File: src/rtl/seq_divider_16by8.sv
// 16-bit by 8-bit unsigned restoring divider that resolves one quotient bit per clock.
// A start/busy/done handshake controls it, and divide-by-zero is flagged explicitly.
module seq_divider_16by8 (
   input  logic        clk,
   input  logic        rst,
   input  logic        start,
   input  logic [15:0] dividend,
   input  logic [7:0]  divisor,
   output logic [15:0] quotient,
   output logic [7:0]  remainder,
   output logic        busy,
   output logic        done,
   output logic        div_by_zero
);

   typedef enum logic [1:0] {IDLE, RUN, DONE} state_t;

   state_t      state_q, state_d;
   logic [15:0] work_q, work_d;
   logic [7:0]  dvsr_q, dvsr_d;
   logic [7:0]  pr_q, pr_d;
   logic [3:0]  cnt_q, cnt_d;
   logic [15:0] quot_q, quot_d;
   logic [7:0]  rem_q, rem_d;
   logic        dbz_q, dbz_d;

   logic [8:0]  pr_shift;
   logic [8:0]  trial;
   logic [7:0]  pr_next;
   logic [15:0] work_next;

   // The kept partial remainder is always below the divisor, so 8 stored bits suffice;
   // only the shifted value and the trial difference need the ninth bit.
   always_comb begin
      pr_shift  = {pr_q, work_q[15]};
      trial     = pr_shift - {1'b0, dvsr_q};
      pr_next   = trial[8] ? pr_shift[7:0] : trial[7:0];
      work_next = {work_q[14:0], ~trial[8]};
   end

   always_comb begin
      state_d = state_q;
      work_d  = work_q;
      dvsr_d  = dvsr_q;
      pr_d    = pr_q;
      cnt_d   = cnt_q;
      quot_d  = quot_q;
      rem_d   = rem_q;
      dbz_d   = dbz_q;
      case (state_q)
         IDLE: begin
            if (start) begin
               if (divisor == 8'd0) begin
                  quot_d  = 16'hFFFF;
                  rem_d   = dividend[7:0];
                  dbz_d   = 1'b1;
                  state_d = DONE;
               end else begin
                  work_d  = dividend;
                  dvsr_d  = divisor;
                  pr_d    = 8'd0;
                  cnt_d   = 4'd0;
                  state_d = RUN;
               end
            end
         end
         RUN: begin
            work_d = work_next;
            pr_d   = pr_next;
            cnt_d  = cnt_q + 4'd1;
            if (cnt_q == 4'd15) begin
               quot_d  = work_next;
               rem_d   = pr_next;
               dbz_d   = 1'b0;
               state_d = DONE;
            end
         end
         DONE: begin
            state_d = IDLE;
         end
         default: begin
            state_d = IDLE;
         end
      endcase
   end

   always_ff @(posedge clk or posedge rst) begin
      if (rst) begin
         state_q <= IDLE;
         work_q  <= 16'd0;
         dvsr_q  <= 8'd0;
         pr_q    <= 8'd0;
         cnt_q   <= 4'd0;
         quot_q  <= 16'd0;
         rem_q   <= 8'd0;
         dbz_q   <= 1'b0;
      end else begin
         state_q <= state_d;
         work_q  <= work_d;
         dvsr_q  <= dvsr_d;
         pr_q    <= pr_d;
         cnt_q   <= cnt_d;
         quot_q  <= quot_d;
         rem_q   <= rem_d;
         dbz_q   <= dbz_d;
      end
   end

   assign quotient    = quot_q;
   assign remainder   = rem_q;
   assign div_by_zero = dbz_q;
   assign busy        = (state_q != IDLE);
   assign done        = (state_q == DONE);

endmodule

File: config.mk
export PLATFORM = sky130hd
export DESIGN_NAME = seq_divider_16by8
export DESIGN_NICKNAME = d
export VERILOG_FILES = /design/src/rtl/seq_divider_16by8.sv
export SDC_FILE = /design/constraint.sdc
export NUM_CORES = 1
export LEC_CHECK = 0
export ABC_AREA = 1
export BUFFER_PORTS_ARGS = -buffer_cell sky130_fd_sc_hd__buf_4
export CAP_MARGIN = 20
export CORE_MARGIN = 4
export CORE_UTILIZATION = 50
export DETAILED_ROUTE_END_ITERATION = 8
export GPL_TIMING_DRIVEN = 0
export HOLD_SLACK_MARGIN = 0.02
export PLACE_DENSITY = 0.74
export SYNTH_ARGS = -nofsm -noshare
export SYNTH_HDL_FRONTEND = slang
export SYNTH_SLANG_ARGS = --single-unit
export TNS_END_PERCENT = 10
File: constraint.sdc
create_clock -name clk -period 2.5 [get_ports clk]
set_clock_uncertainty 0.2 [all_clocks]
set_input_delay 0.375 -clock clk [delete_from_list [all_inputs] [get_ports clk]]
set_output_delay 0.375 -clock clk [all_outputs]
set_load 0.005 [all_outputs]
; ---- Word-level counts from Yosys, hierarchy flattened
; Index checks and enable logic that the tools add are counted.
[totals]
register_bits = 63
inputBits = 27
elab_cells = 53
[classes]
add_sub_neg = 2
n_reduce_logical = 8
eq_ne = 7
n_mux = 26
n_bitwise = 2
[ops]
columns = cell, count
row1 = $mux W16, 5
row2 = $pmux W16 S2, 2
row3 = $mux W8, 6
row4 = $pmux W8 S2, 2
row5 = $sub A9 B8 Y9, 1
row6 = $logic_not A8 Y1, 1
row7 = $mux W4, 2
row8 = $ne A2 B2 Y1 const B, 4
row9 = $pmux W4 S2, 1
row10 = $mux W2, 3
row11 = $reduce_and A3 Y1, 2
row12 = $add A4 B1 Y4 const B, 1
row13 = $eq A4 B4 Y1 const B, 1
row14 = $pmux W2 S2, 1
row15 = $reduce_and A4 Y1, 1
row16 = $reduce_bool A2 Y1, 2
row17 = $mux W1, 3
row18 = $eq A2 B1 Y1 const B, 1
row19 = $eq A2 B2 Y1 const B, 1
row20 = $logic_not A2 Y1, 1
row21 = $not A1 Y1, 2
row22 = $pmux W1 S2, 1
row23 = $reduce_and A2 Y1, 1

; ---- Longest topological paths before layout
[depth]
ltp_word = 4
depth_mapped = 14
ltp_nobuf = 14

; ---- Worst setup path before layout
; OpenSTA, ideal clock, no wires.
[synth_path]
path_kind = register -> register
start = register work_q[15]
end = register rem_q[1], in the netlist remainder[1]
required_time_ns = 2.187
stages_incl_launch_ff = 15
arrival_time_ns = 1.764
path_buffers = 0
path_slack_ns = 0.423
path_cell_list = dfrtp_1 -> inv_1 -> ha_1 -> inv_1 -> fa_1 -> nand2_1 -> nand2_1 -> nand3_1 -> nand2_1 -> nand2_1 -> nand2_1 -> nand3_1 -> nand3_1 -> nand2_1 -> inv_1
[synth_via]
elab_chain_cells = 4
[synth_rtl]
columns = item, line
row1 = start: declaration, 19  ; logic [15:0] work_q, work_d;
row2 = start signal: assignment, 99  ; work_q <= work_d;
row3 = $sub A9 B8 Y9, 36  ; trial = pr_shift - {1'b0, dvsr_q};
row4 = $mux W8, 37  ; pr_next = trial[8] ? pr_shift[7:0] : trial[7:0];
row5 = $mux W8, 71  ; if (cnt_q == 4'd15) begin
row6 = $pmux W8 S2, 50  ; case (state_q)
row7 = end signal: assignment, 104  ; rem_q <= rem_d;
row8 = end: declaration, 24  ; logic [7:0] rem_q, rem_d;
; No other way between the ends. The select of a mux whose other input is x is not followed.
; A chain may end at the register's enable or synchronous reset.

; ---- Worst setup path after layout
[layout_path]
start = register work_q[15]
end = register rem_q[0], in the netlist remainder[0]
[layout_via]
elab_chain_cells = 4
[layout_rtl]
columns = item, line
row1 = $sub A9 B8 Y9, 36
row2 = $mux W8 *, 37
row3 = $mux W8 *, 71
row4 = $pmux W8 S2 *, 50
; Mark *: on every way between the ends. The rest lies on a longest branch, timed or not. The select of a mux whose other input is x is not followed.

==> flow_summary_export.csv <==
group,metric,value,unit
power_and_ir_drop,power.switching,2.47,mW
drt,first_iter_violations,168,
layout,multiInputGateArea,1430,um2
sta,final_hold_viol_count,0,
die,floorplan.die_area,7900,um2
die,initial_core_util,51.5,%
clock_network,cts.sink_count,63,
sta,timing.max_slew.rel_slack,67.0,%
sta,maxClockFrequency,435,MHz
power_and_ir_drop,fraction_of_power_consumed_by_sequential_logic,31.9,%
clock_network,cts_setup_buffers,0,
power_and_ir_drop,vdd_ir_drop_max,0.000667,V
power_and_ir_drop,power_frac_comb,52.2,%
global_route,grt_max_degree,43,
sta,post-route-min-period,2.30,ns
drt,postRouteAntennaNets,0,
layout,fin_nets,519,
sta,finalSetupViolations,0,
layout,insertedDiodeCount,0,
synth,mappedNetlistArea,3270,um2
layout,layout_cells_sized_above_1,20.3,%
die,fp-row-count,29,
placed_design,dp_worst_setup_slack,0.125,ns
worst_hold_path,whs_path_depth,3,
die,fp.dieH,88.9,um
setup_path,critical_path_peak_fanout,10,
power_and_ir_drop,power.share.clock,15.9,%
placed_design,placedCellCount,547,
synth,synth_seq_cells,63,
synth,synth.lib_cells_used.distinct,33,
layout,area_growth_syn_to_layout,22.4,%
setup_path,worst-endpoint-required,2.54,ns
synth,syn-num-nets,453,
placed_design,place_congestion,0.845,
drt,drc,0,
global_route,antenna_found_initial,0,
power_and_ir_drop,p_int,3.16,mW
setup_path,worst_setup_path_end_kind,"flop",
clock_network,worst_skew_pair.late_latency,0.34,ns
clock_network,cts_root_buffer,"clkbuf_8",
global_route,grt.overflow.total,0,
worst_hold_path,holdCritPathClass,"primary input to flop",
sta,finalWorstSetupSlack,0.200,ns
drt,detailed_route_wire_length,7.73,mm
power_and_ir_drop,power_per_cell_area,1410,nW/um2
global_route,grt_pass1_vias,2816,
setup_path,start_kind,"flop",
clock_network,clock_tree.htree_level_count,3,
power_and_ir_drop,leakage,2.11,nW
layout,finish.utilization,63.0,%
synth,yosys_most_used_dff,"dfrtp_1",
drt,wl_per_cell,13.7,um
layout,final_common_cell,"nand2_1",
setup_path,rr_worst_depth,14,
sta,min_period_over_period,92.0,%
die,die-width,88.9,um
setup_path,crit_arrival,2.34,ns
global_route,first_pass_grt_wire_length,12.9,mm
setup_path,startpoint,"work_q[15]",
clock_network,clock_slew_at_reported_path_ffs,0.07,ns
worst_hold_path,holdCritStartpoint,"divisor[0]",
sta,timing.final.max_slew_violations,0,
synth,number_of_flops_mapped_to_enable_cells_by_yosys,0,
layout,mostFrequentLayoutCells,"124 x nand2_1, 63 x dfrtp_1, 54 x buf_4",
synth,synth_area_per_cell,7.86,um2
placed_design,place_hpwl,5.65,mm
synth,async_reset_ff_share,100,%
layout,finish.cell_count_without_fillers,564,
drt,detailed_routing_iteration_count_for_the_pre_antenna_repair_pass,4,
clock_network,tritoncts_clock_tree,"yes",
synth,synth.yosys.warnings,0,
global_route,grt_usage,21.4,%
flow_run,maxCapViolCount,0,
power_and_ir_drop,netSwitchingFraction,43.9,%
placed_design,number_of_i_o_port_buffers,53,
die,coreArea,6350,um2
layout,num-fill-cells,529,
setup_path,critPathKind,"flop to flop",
clock_network,cts_inserted_buffers,9,
sta,max_slew.worst_pin.slew,0.494,ns
drt,routed_via_density,5.05,
layout,regArea,1580,um2
synth,share_of_synthesized_area_occupied_by_flip_flops_and_latches,48.2,%
clock_network,clock_tree.buffer_depth,2,
sta,hold_slack,0.0518,ns
drt,detailroute.via_count,2848,
synth,synth_instances,416,
die,floorplan.io_pins,54,
status,status,"finished clean",
setup_path,crit-reg2reg-launch,"work_q[15]",
## final timing paths
| check | endpoint | slack, ns |
|---|---|---|
| hold reg to reg | quotient[14] | 0.29 |
| setup / recovery | remainder[0] | 0.20 |
| max in group asynchronous | quotient[4] | 1.09 |
| setup reg to reg | remainder[0] | 0.20 |
| min in group asynchronous | dvsr_q[2] | 0.42 |
| hold / removal | dvsr_q[0] | 0.05 |
## final cells by class
type | instances | area share [%]
timing repair buffer | 55 | 10.7
clock buffer | 9 | 3.09
tap | 77 | 2.41
buffer | 13 | 1.84
sequential | 63 | 39.4
inverter | 52 | 4.94
clock inverter | 7 | 1.81
multi-input combinational | 288 | 35.8
## cells in the mapped netlist, types with 2 or more instances
cell	number	area, um2
nand2_1	125	469
dfrtp_1	63	1580
inv_1	50	188
nor2_1	43	161
nand3_1	42	210
o21ai_0	26	130
ha_1	9	113
or2_2	8	50.1
or2_0	7	43.8
o211ai_1	6	45.0
buf_2	5	25.0
clkbuf_1	5	18.8
xor2_1	3	26.3
a21oi_1	2	10.0
buf_6	2	22.5
nand2_2	2	12.5
xnor2_1	2	17.5
## state kept, by name, summed over array words and instances (netlist names)
signal,cells
work_q,16
quotient,16
div_by_zero,1
dvsr_q,8
cnt_q,4
state_q,2
remainder,8
pr_q,8
## cells by family (layout without fill, tap and decap cells)
group	Yosys count	count (layout)	synth area share, %
compound gates	39	39	6.93
xor+xnor	5	5	1.34
fa+ha+maj	10	10	4.06
buf+inv	65	136	8.30
flops	63	63	48.2
simple gates	234	234	31.2
## repair_timing
action | in CTS | in global routing
hold endpoints to repair | 21 | 0
endpoints found under the setup margin | 0 | 8
hold buffers | 1 | 0
resized for setup | 0 | 3
## critical path, stage by stage, from the launching register on
cell and delay [ns]:
dfrtp_1 0.41, inv_1 0.07, ha_1 0.13, inv_1 0.06, fa_1 0.40, nand2_1 0.08, nand2_1 0.11, nand3_2 0.11
nand2_1 0.07, nand2_1 0.11, nand2_4 0.11, nand3_1 0.11, nand3_1 0.11, nand2_1 0.07, inv_1 0.03
## power by group through the flow
stage | Clock (mW) | Sequential, mW | Combinational, mW
after global placement | 0 | 1.79 | 2.83
after CTS | 0.910 | 1.80 | 2.93
final | 0.895 | 1.79 | 2.94
after global routing | 0.958 | 1.85 | 3.37
after detailed placement | 0 | 1.81 | 2.91
after floorplan | 0 | 1.76 | 2.03
## layer usage
metal	GRT usage, %	share of wire, %
met1	29.3	48
met2	32.7	46
met3	3.82	4.0
met4	10.6	2.2
met5	0	0
## metrics by stage
step | total power [mW] | setup TNS (ns) | cell area (um2)
2_1_floorplan | 3.78 | 0 | 3270
3_3_place_gp | 4.62 | -28.84 | 3760
3_5_place_dp | 4.72 | 0 | 3780
4_1_cts | 5.64 | 0 | 3990
5_1_grt | 6.18 | -0.0150 | 4000
6_report | 5.63 | 0 | 4000
Note: power is estimated with default switching activity, not from simulation.
